<file path="src/rtl/gbp_ghr_ckpt_if.sv">
// Bundle between the fetch/resolve pipeline and the global-history front end.
// The master side drives lookups, predictions and resolutions. The slave side returns the index, history and updates.
interface gbp_ghr_ckpt_if #(
  parameter int VLEN       = 64,
  parameter int INDEX_BITS = 8,
  parameter int HIST_LEN   = 8
);
  logic                  flush_bp_i;
  logic                  debug_mode_i;
  logic [VLEN-1:0]       vpc_i;
  logic [INDEX_BITS-1:0] index_o;
  logic [HIST_LEN-1:0]   ghr_o;
  logic                  spec_valid_i;
  logic                  spec_taken_i;
  logic                  spec_ready_o;
  logic                  resolve_valid_i;
  logic                  resolve_taken_i;
  logic                  resolve_mispredict_i;
  logic                  pipe_flush_i;
  logic                  upd_valid_o;
  logic [INDEX_BITS-1:0] upd_index_o;
  logic                  upd_taken_o;

  modport master (
    output flush_bp_i, debug_mode_i, vpc_i, spec_valid_i, spec_taken_i,
           resolve_valid_i, resolve_taken_i, resolve_mispredict_i, pipe_flush_i,
    input  index_o, ghr_o, spec_ready_o, upd_valid_o, upd_index_o, upd_taken_o
  );

  modport slave (
    input  flush_bp_i, debug_mode_i, vpc_i, spec_valid_i, spec_taken_i,
           resolve_valid_i, resolve_taken_i, resolve_mispredict_i, pipe_flush_i,
    output index_o, ghr_o, spec_ready_o, upd_valid_o, upd_index_o, upd_taken_o
  );
endinterface

</file>
<file path="src/rtl/gbp_ghr_ckpt.sv">
// Speculative global history with an in-order checkpoint FIFO for repair on mispredict,
// plus the registered resolved-branch update stream feeding the gbp update port.
module gbp_ghr_ckpt #(
  parameter int VLEN       = 64,
  parameter int INDEX_BITS = 8,
  parameter int HIST_LEN   = 8,
  parameter int NR_CKPT    = 8
) (
  input  logic          clk_i,
  input  logic          rst_i,
  gbp_ghr_ckpt_if.slave bus
);
  localparam int PTR_W = $clog2(NR_CKPT);
  localparam logic [PTR_W:0]   CNT_ONE  = (PTR_W+1)'(1);
  localparam logic [PTR_W:0]   CNT_FULL = (PTR_W+1)'(NR_CKPT);
  localparam logic [PTR_W-1:0] PTR_ONE  = PTR_W'(1);

  logic [HIST_LEN-1:0]   spec_ghr_q, spec_ghr_d;
  logic [HIST_LEN-1:0]   arch_ghr_q, arch_ghr_d;
  logic [PTR_W-1:0]      rd_ptr_q, rd_ptr_d;
  logic [PTR_W-1:0]      wr_ptr_q, wr_ptr_d;
  logic [PTR_W:0]        cnt_q, cnt_d;
  logic [HIST_LEN-1:0]   snap_q [NR_CKPT];
  logic [HIST_LEN-1:0]   snap_d [NR_CKPT];
  logic [INDEX_BITS-1:0] idx_q  [NR_CKPT];
  logic [INDEX_BITS-1:0] idx_d  [NR_CKPT];
  logic                  upd_valid_q, upd_valid_d;
  logic [INDEX_BITS-1:0] upd_index_q, upd_index_d;
  logic                  upd_taken_q, upd_taken_d;

  logic [INDEX_BITS-1:0] index;
  logic [HIST_LEN-1:0]   head_snap;
  logic [INDEX_BITS-1:0] head_idx;
  logic                  full, empty, push, pop;
  logic                  unused_vpc;

  function automatic logic [HIST_LEN-1:0] shift_in(input logic [HIST_LEN-1:0] ghr,
                                                   input logic b);
    return {ghr[HIST_LEN-2:0], b};
  endfunction

  assign index      = bus.vpc_i[INDEX_BITS:1] ^ INDEX_BITS'(spec_ghr_q);
  assign unused_vpc = ^{bus.vpc_i[VLEN-1:INDEX_BITS+1], bus.vpc_i[0]};
  assign head_snap  = snap_q[rd_ptr_q];
  assign head_idx   = idx_q[rd_ptr_q];
  assign full       = (cnt_q == CNT_FULL);
  assign empty      = (cnt_q == '0);
  // Fullness is judged on the start-of-cycle count, so a same-cycle pop never frees a slot for a push.
  assign push       = bus.spec_valid_i & ~full & ~bus.debug_mode_i;
  assign pop        = bus.resolve_valid_i & ~empty;

  assign bus.index_o      = index;
  assign bus.ghr_o        = spec_ghr_q;
  assign bus.spec_ready_o = ~full;
  assign bus.upd_valid_o  = upd_valid_q;
  assign bus.upd_index_o  = upd_index_q;
  assign bus.upd_taken_o  = upd_taken_q;

  always_comb begin
    spec_ghr_d  = spec_ghr_q;
    arch_ghr_d  = arch_ghr_q;
    rd_ptr_d    = rd_ptr_q;
    wr_ptr_d    = wr_ptr_q;
    cnt_d       = cnt_q;
    snap_d      = snap_q;
    idx_d       = idx_q;
    upd_valid_d = 1'b0;
    upd_index_d = upd_index_q;
    upd_taken_d = upd_taken_q;

    // Commit the head first; the flush paths below build on the updated arch history.
    if (pop) begin
      arch_ghr_d  = shift_in(head_snap, bus.resolve_taken_i);
      rd_ptr_d    = rd_ptr_q + PTR_ONE;
      cnt_d       = cnt_q - CNT_ONE;
      upd_valid_d = 1'b1;
      upd_index_d = head_idx;
      upd_taken_d = bus.resolve_taken_i;
    end

    if (bus.pipe_flush_i) begin
      spec_ghr_d = arch_ghr_d;
      rd_ptr_d   = '0;
      wr_ptr_d   = '0;
      cnt_d      = '0;
    end else if (pop && bus.resolve_mispredict_i) begin
      spec_ghr_d = shift_in(head_snap, bus.resolve_taken_i);
      rd_ptr_d   = '0;
      wr_ptr_d   = '0;
      cnt_d      = '0;
    end else if (push) begin
      snap_d[wr_ptr_q] = spec_ghr_q;
      idx_d[wr_ptr_q]  = index;
      wr_ptr_d         = wr_ptr_q + PTR_ONE;
      cnt_d            = cnt_d + CNT_ONE;
      spec_ghr_d       = shift_in(spec_ghr_q, bus.spec_taken_i);
    end

    if (bus.flush_bp_i) begin
      spec_ghr_d  = '0;
      arch_ghr_d  = '0;
      rd_ptr_d    = '0;
      wr_ptr_d    = '0;
      cnt_d       = '0;
      upd_valid_d = 1'b0;
      upd_index_d = '0;
      upd_taken_d = 1'b0;
    end
  end

  always_ff @(posedge clk_i) begin
    if (rst_i) begin
      spec_ghr_q  <= '0;
      arch_ghr_q  <= '0;
      rd_ptr_q    <= '0;
      wr_ptr_q    <= '0;
      cnt_q       <= '0;
      upd_valid_q <= 1'b0;
      upd_index_q <= '0;
      upd_taken_q <= 1'b0;
    end else begin
      spec_ghr_q  <= spec_ghr_d;
      arch_ghr_q  <= arch_ghr_d;
      rd_ptr_q    <= rd_ptr_d;
      wr_ptr_q    <= wr_ptr_d;
      cnt_q       <= cnt_d;
      upd_valid_q <= upd_valid_d;
      upd_index_q <= upd_index_d;
      upd_taken_q <= upd_taken_d;
    end
  end

  // Checkpoint storage carries data only; validity is tracked by cnt_q.
  always_ff @(posedge clk_i) begin
    snap_q <= snap_d;
    idx_q  <= idx_d;
  end

  a_resolve_nonempty: assert property (@(posedge clk_i) disable iff (rst_i || bus.flush_bp_i)
    bus.resolve_valid_i |-> !empty);
endmodule

</file>
<file path="src/flat_wrapper.sv">
// flat-port wrapper written by rule: the top's interface ports become plain ports
module gbp_ghr_ckpt_flat 
#(
  parameter int VLEN       = 64,
  parameter int INDEX_BITS = 8,
  parameter int HIST_LEN   = 8,
  parameter int NR_CKPT    = 8
)
  (clk_i, rst_i, bus_flush_bp_i, bus_debug_mode_i, bus_vpc_i, bus_spec_valid_i, bus_spec_taken_i, bus_resolve_valid_i, bus_resolve_taken_i, bus_resolve_mispredict_i, bus_pipe_flush_i, bus_index_o, bus_ghr_o, bus_spec_ready_o, bus_upd_valid_o, bus_upd_index_o, bus_upd_taken_o);
  gbp_ghr_ckpt_if #(.VLEN(VLEN), .INDEX_BITS(INDEX_BITS), .HIST_LEN(HIST_LEN)) bus_i ();
  input  logic clk_i;
  input  logic rst_i;
  input wire logic [$bits(bus_i.flush_bp_i)-1:0] bus_flush_bp_i;
  input wire logic [$bits(bus_i.debug_mode_i)-1:0] bus_debug_mode_i;
  input wire logic [$bits(bus_i.vpc_i)-1:0] bus_vpc_i;
  input wire logic [$bits(bus_i.spec_valid_i)-1:0] bus_spec_valid_i;
  input wire logic [$bits(bus_i.spec_taken_i)-1:0] bus_spec_taken_i;
  input wire logic [$bits(bus_i.resolve_valid_i)-1:0] bus_resolve_valid_i;
  input wire logic [$bits(bus_i.resolve_taken_i)-1:0] bus_resolve_taken_i;
  input wire logic [$bits(bus_i.resolve_mispredict_i)-1:0] bus_resolve_mispredict_i;
  input wire logic [$bits(bus_i.pipe_flush_i)-1:0] bus_pipe_flush_i;
  output wire logic [$bits(bus_i.index_o)-1:0] bus_index_o;
  output wire logic [$bits(bus_i.ghr_o)-1:0] bus_ghr_o;
  output wire logic [$bits(bus_i.spec_ready_o)-1:0] bus_spec_ready_o;
  output wire logic [$bits(bus_i.upd_valid_o)-1:0] bus_upd_valid_o;
  output wire logic [$bits(bus_i.upd_index_o)-1:0] bus_upd_index_o;
  output wire logic [$bits(bus_i.upd_taken_o)-1:0] bus_upd_taken_o;
  assign bus_i.flush_bp_i = bus_flush_bp_i;
  assign bus_i.debug_mode_i = bus_debug_mode_i;
  assign bus_i.vpc_i = bus_vpc_i;
  assign bus_i.spec_valid_i = bus_spec_valid_i;
  assign bus_i.spec_taken_i = bus_spec_taken_i;
  assign bus_i.resolve_valid_i = bus_resolve_valid_i;
  assign bus_i.resolve_taken_i = bus_resolve_taken_i;
  assign bus_i.resolve_mispredict_i = bus_resolve_mispredict_i;
  assign bus_i.pipe_flush_i = bus_pipe_flush_i;
  assign bus_index_o = bus_i.index_o;
  assign bus_ghr_o = bus_i.ghr_o;
  assign bus_spec_ready_o = bus_i.spec_ready_o;
  assign bus_upd_valid_o = bus_i.upd_valid_o;
  assign bus_upd_index_o = bus_i.upd_index_o;
  assign bus_upd_taken_o = bus_i.upd_taken_o;
  gbp_ghr_ckpt #(.VLEN(VLEN), .INDEX_BITS(INDEX_BITS), .HIST_LEN(HIST_LEN), .NR_CKPT(NR_CKPT)) u_core (.clk_i(clk_i), .rst_i(rst_i), .bus(bus_i));
endmodule
</file>
<file path="config.mk">
export PLATFORM = sky130hd
export DESIGN_NAME = gbp_ghr_ckpt_flat
export DESIGN_NICKNAME = d
export VERILOG_FILES = /design/src/rtl/gbp_ghr_ckpt_if.sv /design/src/rtl/gbp_ghr_ckpt.sv /design/src/flat_wrapper.sv
export SDC_FILE = /design/constraint.sdc
export NUM_CORES = 1
export LEC_CHECK = 0
export BUFFER_PORTS_ARGS = -buffer_cell sky130_fd_sc_hd__buf_2
export CORE_ASPECT_RATIO = 1.25
export CORE_MARGIN = 4
export CORE_UTILIZATION = 60
export DETAILED_ROUTE_END_ITERATION = 8
export GPL_TIMING_DRIVEN = 0
export PLACE_DENSITY = 0.85
export SYNTH_ARGS = -nofsm -noshare
export SYNTH_HDL_FRONTEND = slang
export SYNTH_SLANG_ARGS = --single-unit
export TNS_END_PERCENT = 100
</file>
<file path="constraint.sdc">
create_clock -name clk_i -period 6.85 [get_ports clk_i]
set_clock_uncertainty 0.2 [all_clocks]
set_input_delay 1.7125 -clock clk_i [delete_from_list [all_inputs] [get_ports clk_i]]
set_output_delay 1.7125 -clock clk_i [all_outputs]
set_load 0.1 [all_outputs]
</file>
==> flow_summary.yaml <==
cts:
  clock-root-buffer: "clkbuf_16"
  ctsHoldBuffers: 0
  postCtsSetupRepairBufs: 0
  cts_tree: "yes"
  clock_latency_ns: 0.42
  htreeDepth: 4
  cts_resized: 0
  clk_pin_slew_ns: 0.06
  cts_buffers: 17
  cts_buffer_depth: 2
  cts_sinks: 156
critical_path:
  cp.arrival_ns: 2.86
  cp_slowest_cell: "buf_2"
  slowest_delay_ns: 0.54
  startpoint_type: "input pin"
  worstSetupPathType: "input pin to primary output"
  cp.required_ns: 4.94
  path_common_cell: "buf_2"
  cp_max_fo: 9
  worstSetupEndpointType: "primary output"
  cp_cell_sequence: "buf_2, xor2_1, buf_2"
sta:
  setup_viol: 0
  finalHoldViolations: 0
  fmax_ghz: 0.2097
  tns_ns: 0
  min_period_ns: 4.769
  rsz0062_at_grt: "no"
  slew_headroom: 0.4484
  drv_slew: 0
  worst_hold_slack_ns: 0.2664
  tightest_slew_ns: 0.8243
  period_share: 0.6963
  layout_setup_ws_ns: 2.081
synthesis:
  ys_async_sr_fraction: 0
  synth_top_area_cell: "edfxtp_1"
  avgSynthCellArea_sq_um: 16.91
  synth.top_cell.area_share: 0.5609
  postSynthCellCount: 380
  dominantRegCellSynth: "edfxtp_1"
  post-synth-top-count-cell: "edfxtp_1"
  yosys-top-cells-count: "edfxtp_1 (120), dfxtp_1 (36), mux4_2 (30), nor2_1 (26), mux2i_1 (15)"
  synth_seq_cells: 156
  synth_area_sq_um: 6425
  synth_enable_flop_cells: 120
  synth_fp_nets: 457
  ys_warn_count: 0
  synth_area_leaders: "edfxtp_1 (56%), dfxtp_1 (11%), mux4_2 (11%), mux2i_1 (2.3%), nor2_1 (1.5%)"
  seq_area_frac_synth: 0.6730
  ys_types: 60
finish:
  num_antenna_cells: 0
  layout.nets: 531
  post-route-util: 0.7236
  syn_to_final_growth_pct: 18.36
  drive_above_1_share: 0.3276
  n_fill_cell: 630
placed_design:
  io_buffers: 44
  place_ws_ns: 2.088
  dp_hpwl_mm: 8.853
  gp_congestion: 0.8229
floorplanning:
  rows: 42
  die-area_sq_um: 12440
  ios: 101
  start_util: 0.6113
  fp.dieW_um: 100.6
  core_area_sq_um: 10510
  die_h_um: 123.7
global_route:
  grt_pass1_vias: 3888
  antenna_found_initial: 0
  overflow: 0
  track_usage: 0.2465
  grt_max_degree: 17
  grt_pass1_wl_mm: 22.02
hold_path:
  hp-class: "flip-flop to flip-flop"
power_and_ir_drop:
  p_sw_frac: 0.2121
  power.share.sequential: 0.481
  comb_power_share: 0.064
  power_uw: 2168
  pwr-share-clk: 0.455
  peakVddDrop_uv: 262.7
  intPower_uw: 1708
  p_leak_uw: 0.002680
  power_density_nw_per_um2: 285.1
  p_sw_uw: 459.8
routing:
  ant_nets: 0
  totalWireLength_mm: 14.07
  wl_per_cell_um: 23.50
  first_pass_iters: 5
  drc: 0
  vias: 3798
  viasPerCell: 6.341
  drt_iter0_drc: 316
run:
  max-cap-violations: 0
status:
  status: "complete, no violations"
[flip-flops by register name, indices dropped and copies added, names as in the netlist]
register and cells:
u_core.arch_ghr_q 8, u_core.bus.ghr_o 8, u_core.bus.upd_index_o 8, u_core.bus.upd_taken_o 1
u_core.bus.upd_valid_o 1, u_core.cnt_q 4, u_core.idx_q 64, u_core.rd_ptr_q 3
u_core.snap_q 56, u_core.wr_ptr_q 3
[final timing paths]
check	from	end	slack, ns	cells after the start
worst min-delay path	u_core.bus.upd_taken_o	u_core.bus.upd_taken_o	0.27	2
worst max register to register	u_core.cnt_q[0]	u_core.snap_q[41]	3.74	8
worst min register to register	u_core.bus.upd_taken_o	u_core.bus.upd_taken_o	0.27	2
worst max-delay path	bus_vpc_i[2]	bus_index_o[1]	2.08	3
[kinds of logic after synthesis]
logic type                 count (synthesis)  synth area share
adders and majority gates                  3          0.005843
muxes                                     46            0.1303
buffers and inverters                     26           0.02629
AOI/OAI and AO/OA                         62           0.08023
DFF                                      156            0.6730
and+or+nand+nor                           73           0.06310
xor gates and xnor gates                  14           0.02123
[stage by stage]
stage,area (sq um),std cells
after CTS,7605,599
after global placement,6810,556
after detailed placement,6963,567
final,7605,599
after floorplan,6425,380
after global routing,7605,599
[power by group through the flow]
stage	clock network [uW]	registers, uW	logic [uW]
2_1_floorplan	0	1080	85.7
3_3_place_gp	0	1060	133
3_5_place_dp	0	1060	138
4_1_cts	996	1040	139
5_1_grt	1040	1040	147
6_report	986	1040	139
[critical path, delay by kind of cell]
kind | cells | cell delay (ns)
xor gates and xnor gates | 1 | 0.49
buffers and inverters | 2 | 0.65
[layer usage]
metal,vias to the layer above,part of all wire,track usage
li1,1658,-,-
met1,1933,0.39,0.3185
met3,23,0.071,0.06387
met2,184,0.52,0.4063
met4,0,0.018,0.09099
met5,-,0,0
[area by class of cell]
class | instances | area [sq um] | share of cell area
timing repair buffer | 55 | 332.8 | 0.04376
clock buffer | 28 | 571.8 | 0.07519
sequential | 156 | 4324 | 0.5686
tap | 132 | 165.2 | 0.02172
inverter | 5 | 18.77 | 0.002468
clock inverter | 4 | 70.07 | 0.009214
buffer | 21 | 150.1 | 0.01974
multi-input combinational | 198 | 1972 | 0.2593
[cell usage in the layout (no fill, tap or decap), drive strengths merged, types with 3 or more instances in the layout]
master and count:
a21oi 13, nor3 11, xnor2 4, edfxtp 120, nor2 27, a211oi 7
mux2i 15, xor2 9, nand3 3, inv 5, nor4b 4, mux4 30
clkbuf 33, nand2b 3, o221a 7, ha 3, o21ai 11, o2bb2ai 7
buf 71, dfxtp 36, nor4 3, nand2 11
(Power assumes the default switching activity.)
